[config.mk]
export PLATFORM = sky130hd
export DESIGN_NAME = fetch_prefetch_unit
export DESIGN_NICKNAME = d
export VERILOG_FILES = /design/src/rtl/cpu_pkg.sv /design/src/rtl/fetch_prefetch_unit_fifo.sv /design/src/rtl/fetch_prefetch_unit.sv
export SDC_FILE = /design/constraint.sdc
export NUM_CORES = 1
export LEC_CHECK = 0
export BUFFER_PORTS_ARGS = -buffer_cell sky130_fd_sc_hd__clkbuf_2
export CORE_MARGIN = 2
export CORE_UTILIZATION = 59
export DETAILED_ROUTE_END_ITERATION = 10
export GPL_ROUTABILITY_DRIVEN = 1
export HOLD_SLACK_MARGIN = 0.15
export PLACE_DENSITY = 0.8
export REMOVE_ABC_BUFFERS = 1
export SLEW_MARGIN = 20
export SYNTH_ARGS = -nofsm -noshare
export SYNTH_HDL_FRONTEND = slang
export SYNTH_SLANG_ARGS = --single-unit
[constraint.sdc]
create_clock -name clk -period 22.4 [get_ports clk]
set_input_delay 1.12 -clock clk [delete_from_list [all_inputs] [get_ports clk]]
set_output_delay 1.12 -clock clk [all_outputs]
set_load 0.01 [all_outputs]
[src/rtl/cpu_pkg.sv]
// Shared CPU front-end types and constants.
// Imported by the fetch unit and its prefetch FIFO.
package cpu_pkg;

  localparam int XLEN        = 64;
  localparam int ILEN        = 32;
  localparam int INSTR_BYTES = 4;

  localparam logic [XLEN-1:0] DEFAULT_RESET_PC = '0;

  typedef struct packed {
    logic [XLEN-1:0] pc;
    logic [ILEN-1:0] instr;
  } fetch_entry_t;

  function automatic logic [XLEN-1:0] align_pc(
    input logic [XLEN-1:0] pc
  );
    return {pc[XLEN-1:2], 2'b00};
  endfunction

endpackage

[src/rtl/fetch_prefetch_unit_fifo.sv]
// Prefetch FIFO of {pc, instr} entries with flush.
// Head output holds the last valid head while empty.
module fetch_fifo
  import cpu_pkg::*;
#(
  parameter int DEPTH = 4
) (
  input  logic                   clk,
  input  logic                   rst,
  input  logic                   flush,
  input  logic                   push,
  input  fetch_entry_t           push_data,
  input  logic                   pop,
  output fetch_entry_t           head,
  output logic [$clog2(DEPTH):0] count,
  output logic                   empty,
  output logic                   full
);

  localparam int AW = $clog2(DEPTH);

  fetch_entry_t mem_q [DEPTH];
  fetch_entry_t mem_d [DEPTH];
  fetch_entry_t last_q, last_d;

  logic [AW:0] wr_ptr_q, wr_ptr_d;
  logic [AW:0] rd_ptr_q, rd_ptr_d;
  logic        do_push, do_pop;

  assign count = wr_ptr_q - rd_ptr_q;
  assign empty = (wr_ptr_q == rd_ptr_q);
  assign full  = (wr_ptr_q[AW] != rd_ptr_q[AW]) &&
                 (wr_ptr_q[AW-1:0] == rd_ptr_q[AW-1:0]);

  assign do_push = push && !full && !flush;
  assign do_pop  = pop && !empty && !flush;

  assign head = empty ? last_q : mem_q[rd_ptr_q[AW-1:0]];

  always_comb begin
    mem_d    = mem_q;
    last_d   = head;
    wr_ptr_d = wr_ptr_q + (AW+1)'(do_push);
    rd_ptr_d = rd_ptr_q + (AW+1)'(do_pop);
    if (do_push) begin
      mem_d[wr_ptr_q[AW-1:0]] = push_data;
    end
    if (flush) begin
      wr_ptr_d = '0;
      rd_ptr_d = '0;
    end
  end

  always_ff @(posedge clk or posedge rst) begin
    if (rst) begin
      mem_q    <= '{default: '0};
      last_q   <= '0;
      wr_ptr_q <= '0;
      rd_ptr_q <= '0;
    end else begin
      mem_q    <= mem_d;
      last_q   <= last_d;
      wr_ptr_q <= wr_ptr_d;
      rd_ptr_q <= rd_ptr_d;
    end
  end

endmodule

[src/rtl/fetch_prefetch_unit.sv]
// Instruction fetch front end: PC, single in-flight
// request tracking, redirect/drop, and prefetch FIFO.
module fetch_prefetch_unit
  import cpu_pkg::*;
#(
  parameter int              DEPTH    = 4,
  parameter logic [XLEN-1:0] RESET_PC = DEFAULT_RESET_PC
) (
  input  logic        clk,
  input  logic        rst,
  input  logic        redirect_valid,
  input  logic [63:0] redirect_pc,
  output logic        imem_req_valid,
  input  logic        imem_req_ready,
  output logic [63:0] imem_req_addr,
  input  logic        imem_rsp_valid,
  input  logic [31:0] imem_rsp_data,
  output logic        instr_valid,
  input  logic        instr_ready,
  output logic [31:0] instr,
  output logic [63:0] instr_pc
);

  localparam int CW = $clog2(DEPTH) + 1;
  localparam logic [CW-1:0] DEPTH_C = CW'(DEPTH);
  localparam logic [XLEN-1:0] STEP = XLEN'(INSTR_BYTES);

  logic [XLEN-1:0] fetch_pc_q, fetch_pc_d;
  logic [XLEN-1:0] req_pc_q, req_pc_d;
  logic            outstanding_q, outstanding_d;
  logic            drop_q, drop_d;

  logic [CW-1:0]   fifo_count;
  logic            fifo_empty, fifo_full;
  logic            req_fire, rsp_fire;
  logic            push, pop;
  fetch_entry_t    push_data, head;

  assign imem_req_valid = !rst && !outstanding_q &&
                          !redirect_valid &&
                          (fifo_count < DEPTH_C);
  assign imem_req_addr  = fetch_pc_q;

  assign req_fire = imem_req_valid && imem_req_ready;
  assign rsp_fire = imem_rsp_valid && outstanding_q;

  assign push = rsp_fire && !drop_q &&
                !redirect_valid && !fifo_full;
  assign pop  = instr_valid && instr_ready;

  assign push_data = '{pc: req_pc_q, instr: imem_rsp_data};

  always_comb begin
    fetch_pc_d    = fetch_pc_q;
    req_pc_d      = req_pc_q;
    outstanding_d = outstanding_q;
    drop_d        = drop_q;
    if (req_fire) begin
      fetch_pc_d    = fetch_pc_q + STEP;
      req_pc_d      = fetch_pc_q;
      outstanding_d = 1'b1;
    end
    if (rsp_fire) begin
      outstanding_d = 1'b0;
      drop_d        = 1'b0;
    end
    // A stale response still in flight must be eaten later.
    if (redirect_valid) begin
      fetch_pc_d = align_pc(redirect_pc);
      if (outstanding_q && !imem_rsp_valid) begin
        drop_d = 1'b1;
      end
    end
  end

  always_ff @(posedge clk or posedge rst) begin
    if (rst) begin
      fetch_pc_q    <= RESET_PC;
      req_pc_q      <= '0;
      outstanding_q <= 1'b0;
      drop_q        <= 1'b0;
    end else begin
      fetch_pc_q    <= fetch_pc_d;
      req_pc_q      <= req_pc_d;
      outstanding_q <= outstanding_d;
      drop_q        <= drop_d;
    end
  end

  fetch_fifo #(
    .DEPTH(DEPTH)
  ) u_fifo (
    .clk      (clk),
    .rst      (rst),
    .flush    (redirect_valid),
    .push     (push),
    .push_data(push_data),
    .pop      (pop),
    .head     (head),
    .count    (fifo_count),
    .empty    (fifo_empty),
    .full     (fifo_full)
  );

  assign instr_valid = !fifo_empty;
  assign instr       = head.instr;
  assign instr_pc    = head.pc;

endmodule

# Word-level counts from Yosys, hierarchy flattened
# Cells that the tools add are included.
# Widths: inputs -> output; s select.
totals:
  ff_bits: 616
  romBits: 0
  inputBits: 102
  n_memories: 0
  mem_bits_rw: 0
  latchBits: 0
  output_inout_bits: 162
  elab_cells: 70
classes:
  order_cmp: 4
  div: 0
  n_addsub: 4
  bitwise: 2
  reduce_logical: 25
  n_eq_ne: 3
  muxes: 16
  mul: 0
  n_shift: 0
ops:
  columns: ["cell", "count"]
  rows:
  - ["$bwmux 384", 1]
  - ["$mux 96", 4]
  - ["$bmux 96 s2", 1]
  - ["$demux 96 s2", 1]
  - ["$mux 64", 2]
  - ["$add 64x3->64 const B", 1]
  - ["$logic_and 1x1->1", 16]
  - ["$logic_not 1->1", 7]
  - ["$add 3x1->3", 2]
  - ["$ge 3x3->1 const B", 2]
  - ["$mux 3", 2]
  - ["$not 2->3", 2]
  - ["$mux 1", 5]
  - ["$reduce_bool 2->1", 2]
  - ["$eq 3x3->1", 1]
  - ["$lt 3x1->1 const B", 1]
  - ["$lt 3x3->1 const B", 1]
  - ["$sub 3x3->3", 1]
  - ["$eq 2x2->1", 1]
  - ["$ne 1x1->1", 1]

# Logic depth before layout (Yosys ltp)
depth:
  ltp_word: 8
  mapped_depth: 15
  mapped_depth_nobuf: 9

# Modules after synthesis
# From an unflattened synthesis, not the netlist that was laid out.
unflattened:
  cells_unflattened: 1918
  area_unflattened_um2: 26829.5
modules_own_cells:
  columns: ["mod", "n_inst", "cells_each", "area_per_inst_um2", "seq_area_each_um2"]
  rows:
  - ["fetch_fifo", 1, 1172, 20510.9, 12161.7]
  - ["fetch_prefetch_unit", 1, 746, 6318.6, 3153.0]

# Worst setup path after synthesis
# OpenSTA, ideal clock, no wires.
synth_timing:
  path_type: "reg-to-output"
  from: "register u_fifo.rd_ptr_q[1]"
  to: "output port instr_pc[24]"
  n_path_buf: 5
  stages_incl_launch_ff: 11
  setup_slack_ns: 18.434
  arrival_time_ns: 2.846
  t_required_ns: 21.280
  path_cell_list: "dfrtp_1 > clkbuf_1 > buf_1 > buf_1 > inv_1 > ha_1 > and3_1 > clkinv_1 > clkbuf_1 > clkbuf_1 > mux2_2"
synth_via:
  elab_chain_cells: 5
  elab_cells_between_ends: 6
  classes_between: "eq/ne (1); mux (4); bitwise (1)"
synth_rtl:
  columns: ["item", "line_no", "rtl"]
  rows:
  - ["start, declared", "fetch_prefetch_unit_fifo.sv:27", "logic [AW:0] rd_ptr_q, rd_ptr_d;"]
  - ["start signal, assigned", "fetch_prefetch_unit_fifo.sv:64", "rd_ptr_q <= rd_ptr_d;"]
  - ["$not 2->3 (not written as such)", "fetch_prefetch_unit_fifo.sv:38", "assign head = empty ? last_q : mem_q[rd_ptr_q[AW-1:0]];"]
  - ["$bmux 96 s2", "fetch_prefetch_unit_fifo.sv:38", null]
  - ["$mux 96 (not written as such) (2 in a row)", "fetch_prefetch_unit_fifo.sv:38", null]
  - ["$mux 96 *", "fetch_prefetch_unit_fifo.sv:38", null]
  - ["end, declared", "fetch_prefetch_unit.sv:21", "output logic [63:0] instr_pc"]
# Mark *: on every way between the ends. The rest lies on a longest branch, timed or not. The select of a mux whose other input is x is not followed.

# Worst setup path after layout
layout_timing:
  from: "register u_fifo.rd_ptr_q[1]"
  to: "output port instr_pc[26]"
# Same word-level chain as after synthesis.

==> impl_metrics.ini <==
[floorplanning]
die_area_um2 = 47300
dieHeight_um = 218
core-area_um2 = 45200
num_io_pins = 264
number_of_placement_rows = 78
chipWidth_um = 218
start_util_pct = 59.5

[sta]
clock-skew-final_ps = 31.3
final_hold_viol_count = 0
worst_slack_setup_final_ps = 17090
max_slew_margin_pct = 30.4
rsz0062_at_grt = false
min_period_over_period_pct = 23.7
worst_slew_pin_slew_ps = 1040
clock.fmax_mhz = 188
timing.setup.tns_ps = 0
timing.final.crit_period_ps = 5310
timing_max_transition_violations_final = 0
setup_viol = 0

[synth]
syn-instance-count = 1947
ys_async_sr_fraction_pct = 100
synth.largest_area_cell = sky130_fd_sc_hd__dfrtp_1
synth_cell_type_count = 63
synth_seq_cells = 604
synth_top_flop_cell = sky130_fd_sc_hd__dfrtp_1
ys_warn_count = 0
average_footprint_of_a_synthesized_cell_um2 = 13.8
netlist_top_cells_area = sky130_fd_sc_hd__dfrtp_1, sky130_fd_sc_hd__mux2_2, sky130_fd_sc_hd__mux4_2
syn-cell-area_um2 = 26900
synthMostInstantiatedCell = sky130_fd_sc_hd__dfrtp_1
synth_top_area_share_pct = 56.2
synth_sequential_area_ratio_pct = 56.2
synth_enable_flop_cells = 0
synth_top_cells_by_count = sky130_fd_sc_hd__dfrtp_1, sky130_fd_sc_hd__mux2_2, sky130_fd_sc_hd__nand2_1

[clock_network]
clk_latency_ps = 630
cts.reportedPaths.clkPinSlew_ps = 60
htree_num_levels = 2
clkSinkCount = 604
holdBufCountCts = 0
clk_path_buf_depth = 3
ctsResizeCount = 0
tritoncts = yes
post_cts_buffers = 0
tritoncts.num_buffers = 61
cell_chosen_for_the_clock_root = sky130_fd_sc_hd__clkbuf_16

[place]
gp_routability_congestion = 0.890
place_inst = 2696
detailed_place_hpwl_um = 39900
pre_cts_slack_ps = 17740
io_port_bufs = 259

[setup_path]
critPathCaptureType = output pin
startpoint_type = flop
worstReg2RegStart = u_fifo.rd_ptr_q[1]
critical-path-slowest-cell = sky130_fd_sc_hd__dfrtp_4
cp_max_fo = 55
r2r_end = imem_req_addr[5]
r2r_slack_ps = 17990
cp_cell_sequence = inv_1 > ha_1 > and3_1 > inv_4 > buf_4 > mux2_2 > clkbuf_2
worstPathRequired_ps = 21280
worst-r2r-cell-count = 8
cp_data_arrival_time_ps = 4190
cpLargestDelayFamily = buffers and inverters
setup.worst_path.class = reg -> out
cp_num_buf_inv = 4
cp_slowest_stage_delay_ps = 880

[drt]
drcViolationCount = 0
first_iter_violations = 1722
avgRoutedWirePerCell_um = 23.3
postRouteWirelength_um = 65500
via_density = 6.21
routed-via-count = 17400
drtPass1Iterations = 6
post_route_ant_nets = 0

[grt]
first_global_vias = 18400
number_of_antenna_violations_at_the_first_check_in_global_routing = 0
gr-usage-all-layers_pct = 28.3
grt_first_pass_wirelength_um = 104000
grt-ovfl-total = 0
grt_max_degree = 197

[layout]
finish.utilization_pct = 68.1
n_fill_cell = 3130
drive_above_1_share_pct = 44.0
antennaDiodeCount = 0
register_area_um2 = 15100
nets = 2269
multi_input_area_um2 = 11200
area_growth_syn_to_layout_pct = 14.3
post_route_non_filler_standard_cell_count = 2811

[worst_hold_path]
hp-class = reg -> reg
hold_path_end = u_fifo.last_q[32]
min_from = u_fifo.last_q[32]
whs_path_depth = 1

[power]
design_power_total_uw = 3010
power.static_leakage_uw = 0.0149
ir_drop_mv = 0.0755
power_per_cell_area_nw_per_um2 = 97.9

[outcome]
result_of_the_run = finished, final reports clean

[run]
maxCapViolCount = 0
==> cell families after synthesis <==
logic type	count (synthesis)	share of synthesized area, %
AO/OA/AOI/OAI	116	3.33
XOR/XNOR	4	0.158
adder cells (fa/ha/maj)	7	0.326
buffers and inverters	151	2.46
flip-flops	604	56.2
multiplexers	599	28.9
other	1	0.0139
AND/OR/NAND/NOR	465	8.67
==> layout make-up <==
type,count,area share [%]
multi-input combinational,1193,36.3
timing repair buffer,280,4.88
sequential,604,49.2
clock inverter,31,1.21
tap,600,2.44
clock buffer,83,5.69
inverter,20,0.293
==> layer usage <==
layer  routed length [µm]  up-vias  global-route usage (%)
met5                    0        -                       0
met4                 2680        0                    12.3
li1                     -     7583                       -
met1                27700     9080                    39.2
met3                 3960      172                    4.80
met2                31200      614                    44.6
==> per-stage QoR <==
| step | hold WS (ps) | cell area (µm²) |
|---|---|---|
| 4_1_cts | 488 | 30700 |
| 3_3_place_gp | 463 | 28600 |
| 5_1_grt | 507 | 30800 |
| 2_1_floorplan | 453 | 26300 |
| 3_5_place_dp | 471 | 28600 |
| 6_report | 484 | 30800 |
==> sequential cells by signal, indices dropped and copies added (netlist names) <==
signal and count:
req_pc_q 62, u_fifo.mem_q 376, outstanding_q 1, drop_q 1, u_fifo.rd_ptr_q 3, u_fifo.wr_ptr_q 3, u_fifo.last_q 96, imem_req_addr 62
==> power by group <==
group          leakage (µW)  internal (µW)  switching (µW)
sequential          0.00806           1280             121
combinational       0.00575            282             261
clock               0.00105            638             428
==> worst max path at each step <==
stage | from | to | slack (ps) | cells after the start
floorplan | rst | drop_q | 4370 | 1
finish | u_fifo.rd_ptr_q[1] | instr_pc[26] | 17090 | 7
CTS | u_fifo.rd_ptr_q[0] | instr_pc[17] | 17050 | 5
global route | u_fifo.rd_ptr_q[0] | instr_pc[17] | 16880 | 5
global placement | u_fifo.rd_ptr_q[0] | instr_pc[17] | 17720 | 5
detailed placement | u_fifo.rd_ptr_q[0] | instr_pc[17] | 17740 | 5
==> layout by cell type, fill, tap and decap left out, types with 19 or more instances in the layout <==
master / count
sky130_fd_sc_hd__dfrtp_1: 602
sky130_fd_sc_hd__mux2_2: 469
sky130_fd_sc_hd__clkbuf_2: 258
sky130_fd_sc_hd__nand2_1: 231
sky130_fd_sc_hd__mux4_2: 94
sky130_fd_sc_hd__clkbuf_16: 63
sky130_fd_sc_hd__nand3_1: 42
sky130_fd_sc_hd__nand4_1: 36
sky130_fd_sc_hd__mux2i_1: 31
sky130_fd_sc_hd__nor2_1: 23
sky130_fd_sc_hd__o21ai_0: 21
sky130_fd_sc_hd__buf_4: 19
No activity file was read; power rests on OpenSTA's default activity.
